**config.mk**
```make
export PLATFORM = sky130hd
export DESIGN_NAME = picomem_dma_master_flat
export DESIGN_NICKNAME = d
export VERILOG_FILES = /design/src/rtl/picomem_dma_master_if.sv /design/src/rtl/picomem_dma_master.sv /design/src/flat_wrapper.sv
export SDC_FILE = /design/constraint.sdc
export NUM_CORES = 1
export LEC_CHECK = 0
export BUFFER_PORTS_ARGS = -buffer_cell sky130_fd_sc_hd__buf_2
export CAP_MARGIN = 20
export CORE_UTILIZATION = 45
export CTS_BUF_LIST = sky130_fd_sc_hd__clkbuf_4
export DETAILED_ROUTE_END_ITERATION = 8
export PLACE_DENSITY_LB_ADDON = 0.15
export RECOVER_POWER = 25
export SLEW_MARGIN = 30
export SYNTH_ARGS = -nofsm -noshare
export SYNTH_HDL_FRONTEND = slang
export SYNTH_SLANG_ARGS = --single-unit
```
**constraint.sdc**
```tcl
create_clock -name clk -period 3.21 [get_ports clk]
set_input_delay 0.321 -clock clk [delete_from_list [all_inputs] [get_ports clk]]
set_output_delay 0.321 -clock clk [all_outputs]
set_load 0.005 [all_outputs]
```
**src/rtl/picomem_dma_master_if.sv**
```systemverilog
// PicoMem request/response bundle, used for both the DMA config port and its bus initiator port.
interface picomem_dma_master_if;
    logic        valid;
    logic [31:0] addr;
    logic [31:0] wdata;
    logic [3:0]  wstrb;
    logic        ready;
    logic [31:0] rdata;

    modport master (output valid, addr, wdata, wstrb, input ready, rdata);
    modport slave  (input valid, addr, wdata, wstrb, output ready, rdata);
endinterface

```
**src/rtl/picomem_dma_master.sv**
```systemverilog
// Word-copy DMA engine: programmed through s_bus, copies LEN words SRC->DST over m_bus.
// Define DMA_IRQ_EN to add the irq output, CTRL.irq_en and write-1-to-clear of done.
//
// state  | meaning
// IDLE   | no transfer in progress, m_valid low
// RD     | read of cur_src outstanding
// RD_GAP | idle cycle between read and write
// WR     | write of buffered word to cur_dst outstanding
// WR_GAP | idle cycle; finish or issue the next read
module picomem_dma_master #(
    parameter int LEN_BITS = 16
) (
    input  logic                 clk,
    input  logic                 resetn,
    picomem_dma_master_if.slave  s_bus,
    picomem_dma_master_if.master m_bus
`ifdef DMA_IRQ_EN
    ,
    output logic                 irq
`endif
);
    typedef enum logic [2:0] {IDLE, RD, RD_GAP, WR, WR_GAP} state_t;

    state_t              state_q, state_d;
    logic                s_ready_q, s_ready_d;
    logic [31:0]         s_rdata_q, s_rdata_d;
    logic [31:0]         src_q, src_d, dst_q, dst_d;
    logic [LEN_BITS-1:0] len_q, len_d;
    logic [31:0]         cur_src_q, cur_src_d, cur_dst_q, cur_dst_d;
    logic [LEN_BITS-1:0] rem_q, rem_d;
    logic                done_q, done_d;
    logic                m_valid_q, m_valid_d;
    logic [31:0]         m_addr_q, m_addr_d;
    logic [31:0]         m_wdata_q, m_wdata_d;
    logic [3:0]          m_wstrb_q, m_wstrb_d;
    logic                irq_en;
    logic                busy, cfg_acc, cfg_wr, ctrl_wr, start;

`ifdef DMA_IRQ_EN
    logic irq_en_q, irq_en_d, irq_q, irq_d;
    assign irq_en = irq_en_q;
    assign irq    = irq_q;
`else
    assign irq_en = 1'b0;
`endif

    function automatic logic [31:0] merge_bytes(input logic [31:0] old_v,
                                                input logic [31:0] new_v,
                                                input logic [3:0]  strb);
        logic [31:0] r;
        r = old_v;
        for (int i = 0; i < 4; i++) begin
            if (strb[i]) r[8*i +: 8] = new_v[8*i +: 8];
        end
        return r;
    endfunction

    assign busy    = (state_q != IDLE);
    assign cfg_acc = s_bus.valid && !s_ready_q;
    assign cfg_wr  = cfg_acc && (s_bus.wstrb != 4'b0000);
    assign ctrl_wr = cfg_wr && (s_bus.addr[3:2] == 2'd3) && s_bus.wstrb[0];
    assign start   = ctrl_wr && s_bus.wdata[0] && !busy;

    always_comb begin
        state_d   = state_q;
        s_ready_d = cfg_acc;
        s_rdata_d = '0;
        src_d     = src_q;
        dst_d     = dst_q;
        len_d     = len_q;
        cur_src_d = cur_src_q;
        cur_dst_d = cur_dst_q;
        rem_d     = rem_q;
        done_d    = done_q;
        m_valid_d = m_valid_q;
        m_addr_d  = m_addr_q;
        m_wdata_d = m_wdata_q;
        m_wstrb_d = m_wstrb_q;
`ifdef DMA_IRQ_EN
        irq_en_d  = irq_en_q;
`endif

        // Read data always reflects the value before any write in the same access.
        if (cfg_acc) begin
            case (s_bus.addr[3:2])
                2'd0:    s_rdata_d = src_q;
                2'd1:    s_rdata_d = dst_q;
                2'd2:    s_rdata_d = 32'(len_q);
                default: s_rdata_d = {29'b0, irq_en, done_q, busy};
            endcase
        end

        if (cfg_wr && !busy) begin
            case (s_bus.addr[3:2])
                2'd0:    src_d = merge_bytes(src_q, s_bus.wdata, s_bus.wstrb);
                2'd1:    dst_d = merge_bytes(dst_q, s_bus.wdata, s_bus.wstrb);
                2'd2:    len_d = LEN_BITS'(merge_bytes(32'(len_q), s_bus.wdata, s_bus.wstrb));
                default: ;
            endcase
        end

`ifdef DMA_IRQ_EN
        if (ctrl_wr) begin
            irq_en_d = s_bus.wdata[2];
            if (s_bus.wdata[1]) done_d = 1'b0;
        end
`endif

        case (state_q)
            IDLE: begin
                if (start) begin
                    cur_src_d = src_q;
                    cur_dst_d = dst_q;
                    rem_d     = len_q;
                    done_d    = (len_q == '0);
                    if (len_q != '0) begin
                        state_d   = RD;
                        m_valid_d = 1'b1;
                        m_addr_d  = src_q;
                        m_wstrb_d = 4'b0000;
                    end
                end
            end
            RD: begin
                // m_wdata_q doubles as the word buffer between read and write.
                if (m_bus.ready) begin
                    m_wdata_d = m_bus.rdata;
                    m_valid_d = 1'b0;
                    state_d   = RD_GAP;
                end
            end
            RD_GAP: begin
                state_d   = WR;
                m_valid_d = 1'b1;
                m_addr_d  = cur_dst_q;
                m_wstrb_d = 4'b1111;
            end
            WR: begin
                if (m_bus.ready) begin
                    m_valid_d = 1'b0;
                    cur_src_d = cur_src_q + 32'd4;
                    cur_dst_d = cur_dst_q + 32'd4;
                    rem_d     = rem_q - LEN_BITS'(1);
                    state_d   = WR_GAP;
                end
            end
            WR_GAP: begin
                if (rem_q == '0) begin
                    state_d = IDLE;
                    done_d  = 1'b1;
                end else begin
                    state_d   = RD;
                    m_valid_d = 1'b1;
                    m_addr_d  = cur_src_q;
                    m_wstrb_d = 4'b0000;
                end
            end
            default: state_d = IDLE;
        endcase

`ifdef DMA_IRQ_EN
        irq_d = done_d && irq_en_d;
`endif
    end

    always_ff @(posedge clk) begin
        if (!resetn) begin
            state_q   <= IDLE;
            s_ready_q <= 1'b0;
            s_rdata_q <= '0;
            src_q     <= '0;
            dst_q     <= '0;
            len_q     <= '0;
            cur_src_q <= '0;
            cur_dst_q <= '0;
            rem_q     <= '0;
            done_q    <= 1'b0;
            m_valid_q <= 1'b0;
            m_addr_q  <= '0;
            m_wdata_q <= '0;
            m_wstrb_q <= '0;
`ifdef DMA_IRQ_EN
            irq_en_q  <= 1'b0;
            irq_q     <= 1'b0;
`endif
        end else begin
            state_q   <= state_d;
            s_ready_q <= s_ready_d;
            s_rdata_q <= s_rdata_d;
            src_q     <= src_d;
            dst_q     <= dst_d;
            len_q     <= len_d;
            cur_src_q <= cur_src_d;
            cur_dst_q <= cur_dst_d;
            rem_q     <= rem_d;
            done_q    <= done_d;
            m_valid_q <= m_valid_d;
            m_addr_q  <= m_addr_d;
            m_wdata_q <= m_wdata_d;
            m_wstrb_q <= m_wstrb_d;
`ifdef DMA_IRQ_EN
            irq_en_q  <= irq_en_d;
            irq_q     <= irq_d;
`endif
        end
    end

    assign s_bus.ready = s_ready_q;
    assign s_bus.rdata = s_rdata_q;
    assign m_bus.valid = m_valid_q;
    assign m_bus.addr  = m_addr_q;
    assign m_bus.wdata = m_wdata_q;
    assign m_bus.wstrb = m_wstrb_q;
endmodule
```
**src/flat_wrapper.sv**
```systemverilog
// flat-port wrapper written by rule: the top's interface ports become plain ports
module picomem_dma_master_flat 
#(
    parameter int LEN_BITS = 16
)
  (clk, resetn, s_bus_valid, s_bus_addr, s_bus_wdata, s_bus_wstrb, s_bus_ready, s_bus_rdata, m_bus_valid, m_bus_addr, m_bus_wdata, m_bus_wstrb, m_bus_ready, m_bus_rdata);
  picomem_dma_master_if s_bus_i ();
  picomem_dma_master_if m_bus_i ();
  input  logic clk;
  input  logic resetn;
  input wire logic [$bits(s_bus_i.valid)-1:0] s_bus_valid;
  input wire logic [$bits(s_bus_i.addr)-1:0] s_bus_addr;
  input wire logic [$bits(s_bus_i.wdata)-1:0] s_bus_wdata;
  input wire logic [$bits(s_bus_i.wstrb)-1:0] s_bus_wstrb;
  output wire logic [$bits(s_bus_i.ready)-1:0] s_bus_ready;
  output wire logic [$bits(s_bus_i.rdata)-1:0] s_bus_rdata;
  output wire logic [$bits(m_bus_i.valid)-1:0] m_bus_valid;
  output wire logic [$bits(m_bus_i.addr)-1:0] m_bus_addr;
  output wire logic [$bits(m_bus_i.wdata)-1:0] m_bus_wdata;
  output wire logic [$bits(m_bus_i.wstrb)-1:0] m_bus_wstrb;
  input wire logic [$bits(m_bus_i.ready)-1:0] m_bus_ready;
  input wire logic [$bits(m_bus_i.rdata)-1:0] m_bus_rdata;
  assign s_bus_i.valid = s_bus_valid;
  assign s_bus_i.addr = s_bus_addr;
  assign s_bus_i.wdata = s_bus_wdata;
  assign s_bus_i.wstrb = s_bus_wstrb;
  assign s_bus_ready = s_bus_i.ready;
  assign s_bus_rdata = s_bus_i.rdata;
  assign m_bus_valid = m_bus_i.valid;
  assign m_bus_addr = m_bus_i.addr;
  assign m_bus_wdata = m_bus_i.wdata;
  assign m_bus_wstrb = m_bus_i.wstrb;
  assign m_bus_i.ready = m_bus_ready;
  assign m_bus_i.rdata = m_bus_rdata;
  picomem_dma_master #(.LEN_BITS(LEN_BITS)) u_core (.clk(clk), .resetn(resetn), .s_bus(s_bus_i), .m_bus(m_bus_i));
endmodule
```
==> metrics.md, run 1 <==
| Metric | Value |
|---|---|
| Status | complete, no violations |
| Register area | 5270 um^2 |
| Sequential-to-total area share from yosys stat | 0.421 |
| Syn nets | 1,615 |
| Synth Instances | 1,507 |
| Worst slew margin relative to its limit | 0.371 |
| Post-Synth XOR/XNOR Area | 0.000701 |
| Mux contribution to synthesized area | 0.0686 |
| Clock Skews | 0.0569 ns |
| PwrDens | 453 nW/um^2 |
| Initial Utilization | 0.461 |
| Routed Antenna Nets | 0 |
| Syn. warnings | 0 |
| Final wirelength | 39,800 um |
| Post-synthesis adder-cell area fraction | 0.00400 |
| Post-DP Area | 13,600 um^2 |
| Fin. Hold Viols | 0 |
| Largest family of logic cells by synthesized area | compound AO/OA/AOI/OAI gates |
| Max Slew Vio Count | 0 |
| Post-synthesis cell type count | 76 |
| Global-route usage over all layers | 0.275 |
| Number of synthesized register bits | 263 |
| RD Place Congestion | 0.870 |
| Bufs on Longest Clock Path | 3 |
| # DRC | 0 |
| P_leak | 0.00599 uW |
| Worst path arrival time | 3.33 ns |
| Rows | 60 |
| GRT overflow | 0 |
| Min-delay worst type | input port to flip-flop |
| Fill cell count | 2,566 |
| Worst skew pair latency | 0.68 ns |
| Clk sinks | 263 |
| Final period util | 0.846 |
| DR vias | 12,300 |
| Die span in x | 169 um |
| Cts repair resizes | 0 |
| Fmax | 0.368 GHz |
| Compound-Gate Fraction of Synth Area | 0.235 |
| Largest net degree at the start of global routing | 89 |
| CP peak stage delay | 0.56 ns |
| RSZ-0062 raised after global routing | false |
| Worst setup path category | flip-flop to flip-flop |
| Post-Route Setup TNS | 0 ns |
| Initial antenna violation count | 1 |
| Detail Placement HPWL | 26,300 um |
| Synth Area in Simple Gates | 0.219 |
| Avg Synthesized Cell Area | 8.29 um^2 |
| H-Tree Depth | 3 |
| Nets | 1,843 |
| Cells along the critical path | or3_1, buf_4, nor4_4, buf_12, nand3_1, dlygate4sd3_1, a21oi_1 |
| # IOs | 206 |
| Placed Instances | 1,964 |
| Post-DR wirelength/cell | 18.6 um |
| Non-filler cells, final | 2,144 |
| CTS tree | yes |
| VDD IR max | 0.246 mV |
| Minimum clock period | 2.72 ns |
| CP bufs+invs | 3 |
| Core area | 27,100 um^2 |
| First-pass GRT wire length | 61,900 um |
| CTS root buffer | clkbuf_4 |
| Asr flop ratio synth | 0 |
| CP top delay family | simple AND/OR/NAND/NOR gates |
| Worst endpoint required time | 3.83 ns |
| Number of synthesized flops with an enable pin | 0 |
| Cell Area, Synth | 12,500 um^2 |
| Synth-to-Final Area Change | 20.6% |
| CP Max Fanout | 22 |
| Worst-Margin Slew | 0.943 ns |
| Share of cells above drive strength 1 | 0.198 |
| Setup Buffers After CTS | 0 |
| Vias in the first global route | 11,500 |
| First-iteration detailed-routing DRC count | 788 |
| Reg clk slew, reported paths | 0.06 ns |
| Num CTS Buffers | 72 |
| Routed vias/inst | 5.72 |
| Die height | 169 um |
| CP endpoint kind | flip-flop |
| Input/output buffers | 175 |
| Die Area | 28,400 um^2 |
| Max-cap viol count | 0 |
| First-pass DRT Iterations | 6 |
| Area of the multi-input gates | 6640 um^2 |
| Final setup viols | 0 |
| CP max stage cell | dlygate4sd3_1 |
| Cell area after layout | 15,100 um^2 |
| Primary FF master, synth | dfxtp_1 |
| Startpoint types | flip-flop |
-- cells by family after synthesis --
kind of cell               after synthesis
muxes                                   83
DFF                                    263
and+or+nand+nor                        573
adders and majority gates                4
AOI/OAI and AO/OA                      448
buffers and inverters                  135
xor gates and xnor gates                 1
-- stage by stage --
| step | utilization | hold slack [ns] | worst slack (ns) | power (uW) |
|---|---|---|---|---|
| after floorplan | - | 0.432 | 1.31 | 3770 |
| after global placement | 0.502 | 0.439 | 0.639 | 3970 |
| after detailed placement | 0.502 | 0.444 | 0.634 | 3970 |
| after CTS | 0.558 | 0.0131 | 0.520 | 6910 |
| after global routing | 0.556 | 0.0456 | 0.376 | 7120 |
| final | 0.556 | 0.0736 | 0.495 | 6830 |
-- where the power goes --
part / total, uW / switching, uW / internal (uW)
Clock: 2860 / 1350 / 1510
Sequential: 3410 / 77.9 / 3330
Combinational: 564 / 328 / 236
-- worst reg2reg max path: cells and delay by family (launching register included) --
family	cells	cell delay, ns
flip-flops	1	0.46
AO/OA/AOI/OAI	1	0.11
AND/OR/NAND/NOR	3	1.12
buffers and inverters	3	1.01
-- what timing repair did --
item	CTS	global route
hold endpoints to repair	112	0
hold buffers	69	0
endpoints found under the setup margin	0	0
-- Yosys cell counts, types with 8 or more instances --
| cell type | n | area share |
|---|---|---|
| and2_1 | 12 | 0.0060 |
| and4_1 | 8 | 0.0056 |
| o221a_2 | 13 | 0.012 |
| nor4_1 | 10 | 0.0050 |
| a211oi_1 | 19 | 0.011 |
| clkbuf_1 | 88 | 0.026 |
| a21oi_1 | 218 | 0.087 |
| a22o_1 | 33 | 0.023 |
| o21a_1 | 9 | 0.0054 |
| o21ai_0 | 36 | 0.014 |
| nor3_1 | 19 | 0.0076 |
| and3_1 | 16 | 0.0080 |
| nand2_1 | 190 | 0.057 |
| or3_1 | 11 | 0.0055 |
| mux2i_1 | 80 | 0.064 |
| buf_6 | 9 | 0.0081 |
| nand4_1 | 29 | 0.015 |
| a31oi_1 | 21 | 0.011 |
| dfxtp_1 | 263 | 0.42 |
| nand3_1 | 65 | 0.026 |
| buf_4 | 8 | 0.0048 |
| buf_2 | 22 | 0.0088 |
| a211oi_2 | 22 | 0.022 |
| o22ai_1 | 12 | 0.0060 |
| nor2_1 | 172 | 0.052 |
-- path summary, 6_finish.rpt --
kind                         start               endpoint  slack (ns)  cells after the start
max reg2reg      u_core.state_q[2]       u_core.src_q[20]        0.49                      7
max              u_core.state_q[2]       u_core.src_q[20]        0.49                      7
min                 s_bus_wstrb[1]       u_core.src_q[10]        0.07                      3
min reg2reg  u_core.m_bus.wdata[4]  u_core.m_bus.wdata[4]        0.45                      2
-- registers in the layout, summed over array words and instances, names as in the netlist, 3 cells and up --
name and cells:
u_core.state_q 3, u_core.cur_src_q 32, u_core.m_bus.wdata 32, u_core.rem_q 16, u_core.dst_q 32, u_core.src_q 32
u_core.s_bus.rdata 32, u_core.len_q 16, u_core.cur_dst_q 32, u_core.m_bus.addr 32
-- cell type report --
| type | instances | area share |
|---|---|---|
| Clock buffer | 101 | 0.0503 |
| Tap cell | 372 | 0.0309 |
| Multi-Input combinational cell | 1109 | 0.440 |
| Inverter | 7 | 0.00208 |
| Sequential cell | 263 | 0.349 |
| Clock inverter | 8 | 0.00440 |
| Antenna cell | 2 | 0.000332 |
| Timing Repair Buffer | 282 | 0.122 |
-- placed cells by master, fill, tap and decap left out, types with 6 or more instances in the layout --
cell           synthesis  routed
dfxtp_1              263     263
a21oi_1              218     218
nand2_1              190     190
nor2_1               172     171
buf_2                 22     138
clkbuf_4               0     101
mux2i_1               80      80
dlygate4sd3_1          0      69
nand3_1               65      65
o21ai_0               36      36
clkbuf_1              88      36
buf_4                  8      35
a22o_1                33      33
nand4_1               29      29
a211oi_2              22      22
a31oi_1               21      21
a211oi_1              19      19
nor3_1                19      18
and3_1                16      16
o221a_2               13      13
and2_1                12      12
o22ai_1               12      12
or3_1                 11      10
nor4_1                10      10
o21a_1                 9       9
and4_1                 8       8
a21o_1                 7       7
inv_1                  7       6
nor2b_1                7       6
nand3_2                6       6
o211ai_1               6       6
a41oi_1                6       6
o31ai_1                6       6
-- metal layers --
layer	up-vias	routed length, um	GRT usage
li1	5939	-	-
met1	5798	16200	0.331
met2	453	19800	0.478
met3	78	2200	0.0451
met4	0	1550	0.132
met5	-	0	0
(Power assumes the default switching activity.)
==> run 2: changes to the inputs <==
==> constraint.sdc (replaced) <==
create_clock -name clk -period 2.8 [get_ports clk]
set_input_delay 0.28 -clock clk [delete_from_list [all_inputs] [get_ports clk]]
set_output_delay 0.28 -clock clk [all_outputs]
set_load 0.005 [all_outputs]
==> metrics.md, run 2 (synthesized netlist as in run 1, its figures left out) <==
| Metric | Value |
|---|---|
| Worst endpoint required time | 3.40 ns |
| Max-cap viol count | 0 |
| Die height | 169 um |
| Initial antenna violation count | 1 |
| CTS root buffer | clkbuf_4 |
| First-pass DRT Iterations | 5 |
| Share of cells above drive strength 1 | 0.203 |
| Worst Hold Endpoint | u_core.state_q[2] |
| R2R setup slack | 0.22 ns |
| Reg clk slew, reported paths | 0.08 ns |
| Clock power share | 0.440 |
| # IOs | 206 |
| GRT overflow | 0 |
| Input/output buffers | 175 |
| Min-delay worst type | input port to flip-flop |
| Most frequent cells in the layout | dfxtp_1 (263), a21oi_1 (218), nand2_1 (190) |
| CP Max Fanout | 19 |
| Fin. Hold Viols | 0 |
| Final WS setup | 0.218 ns |
| Rows | 60 |
| First-iteration detailed-routing DRC count | 841 |
| Switching share of power | 0.260 |
| Clock Skews | 0.0390 ns |
| Max Slew Vio Count | 0 |
| RD Place Congestion | 0.860 |
| Synth-to-Final Area Change | 22.0% |
| Num CTS Buffers | 74 |
| Initial Utilization | 0.461 |
| Core area | 27,100 um^2 |
| Power Total | 8130 uW |
| Routed vias/inst | 5.71 |
| Worst slew margin relative to its limit | 0.422 |
| Status | complete, no violations |
| Psw | 2120 uW |
| Die span in x | 169 um |
| Setup Buffers After CTS | 0 |
| DR vias | 12,400 |
| VDD IR max | 0.349 mV |
| Die Area | 28,400 um^2 |
| Routed Antenna Nets | 0 |
| Worst path arrival time | 3.18 ns |
| H-Tree Depth | 3 |
| R2r startpoint | u_core.state_q[2] |
| Post-Route Setup TNS | 0 ns |
| Final wirelength | 40,300 um |
| Critical R2R Capture | u_core.src_q[13] |
| CTS tree | yes |
| Worst skew pair latency | 0.69 ns |
| Minimum clock period | 2.58 ns |
| Sequential Power Share | 0.480 |
| Hold path start | m_bus_ready |
| Final setup viols | 0 |
| CP endpoint kind | flip-flop |
| Clk sinks | 263 |
| Bufs on Longest Clock Path | 3 |
| Detail Placement HPWL | 26,200 um |
| Fill cell count | 2,603 |
| Worst-Margin Slew | 0.868 ns |
| Startpoint types | flip-flop |
| Nets | 1,850 |
| Largest net degree at the start of global routing | 118 |
| Comb power frac | 0.080 |
| Vias in the first global route | 11,700 |
| Cell count of the worst reg-to-reg path | 6 |
| Fmax | 0.387 GHz |
| Post-DR wirelength/cell | 18.6 um |
| Power Internal | 6020 uW |
| Final period util | 0.922 |
| Crit. Startpoint | u_core.state_q[2] |
| Pre-CTS worst setup slack | 0.484 ns |
| PwrDens | 533 nW/um^2 |
| Hold Crit Depth | 3 |
| P_leak | 0.00609 uW |
| First-pass GRT wire length | 63,200 um |
| Global-route usage over all layers | 0.281 |
| # DRC | 0 |
| RSZ-0062 raised after global routing | false |
| Worst setup path category | flip-flop to flip-flop |
| Leading cell type in the layout, fill and taps excluded | dfxtp_1 |
[run 2: layout make-up]
type | count | area, um^2 | share of cell area
Sequential cell | 263 | 5270 | 0.345
Timing Repair Buffer | 287 | 1910 | 0.125
Multi-Input combinational cell | 1109 | 6640 | 0.435
Inverter | 7 | 31.3 | 0.00205
Antenna cell | 1 | 2.50 | 0.000164
Tap cell | 372 | 465 | 0.0305
Clock inverter | 20 | 131 | 0.00862
Clock buffer | 107 | 803 | 0.0527
[run 2: stage by stage]
step	util	cell area (um^2)	hold WS [ns]	cells
2_1_floorplan	-	12500	0.416	1507
3_3_place_gp	0.504	13600	0.439	1968
3_5_place_dp	0.504	13700	0.443	1968
4_1_cts	0.564	15300	0.0310	2165
5_1_grt	0.563	15200	0.0545	2166
6_report	0.563	15200	0.0524	2166
[run 2: repair_timing]
item,CTS,global route
endpoints found under the hold margin,115,0
hold buffers,70,0
gates resized for setup,0,0
[run 2: how the worst max path moves through the flow]
stage                            to  slack [ns]  depth (start not counted)
6_report           u_core.src_q[13]        0.22                          6
5_1_grt            u_core.src_q[13]        0.11                          6
4_1_cts            u_core.src_q[10]        0.26                          6
3_5_place_dp        u_core.src_q[1]        0.48                          6
3_3_place_gp        u_core.src_q[4]        0.50                          6
2_1_floorplan  u_core.cur_dst_q[29]        0.90                          8
[run 2: critical path: stages (launching register included)]
cell and delay (ns):
dfxtp_1 0.47, or3_1 0.68, nor4_4 0.37, buf_12 0.20, nand3_1 0.09, dlygate4sd3_1 0.58
a21oi_1 0.11
[run 2: power groups by stage]
stage | registers, uW | clock network (uW) | logic, uW
2_1_floorplan | 3950 | 0 | 369
3_3_place_gp | 3980 | 0 | 568
3_5_place_dp | 3990 | 0 | 576
4_1_cts | 3900 | 3680 | 651
5_1_grt | 3910 | 3870 | 706
6_report | 3900 | 3580 | 649
[run 2: metal layers]
metal  vias to the layer above  part of all wire  track usage
li1                       5992                 -            -
met1                      5848              0.41        0.335
met2                       426              0.49        0.489
met3                       100             0.051       0.0404
met4                         0             0.044        0.147
met5                         -                 0            0
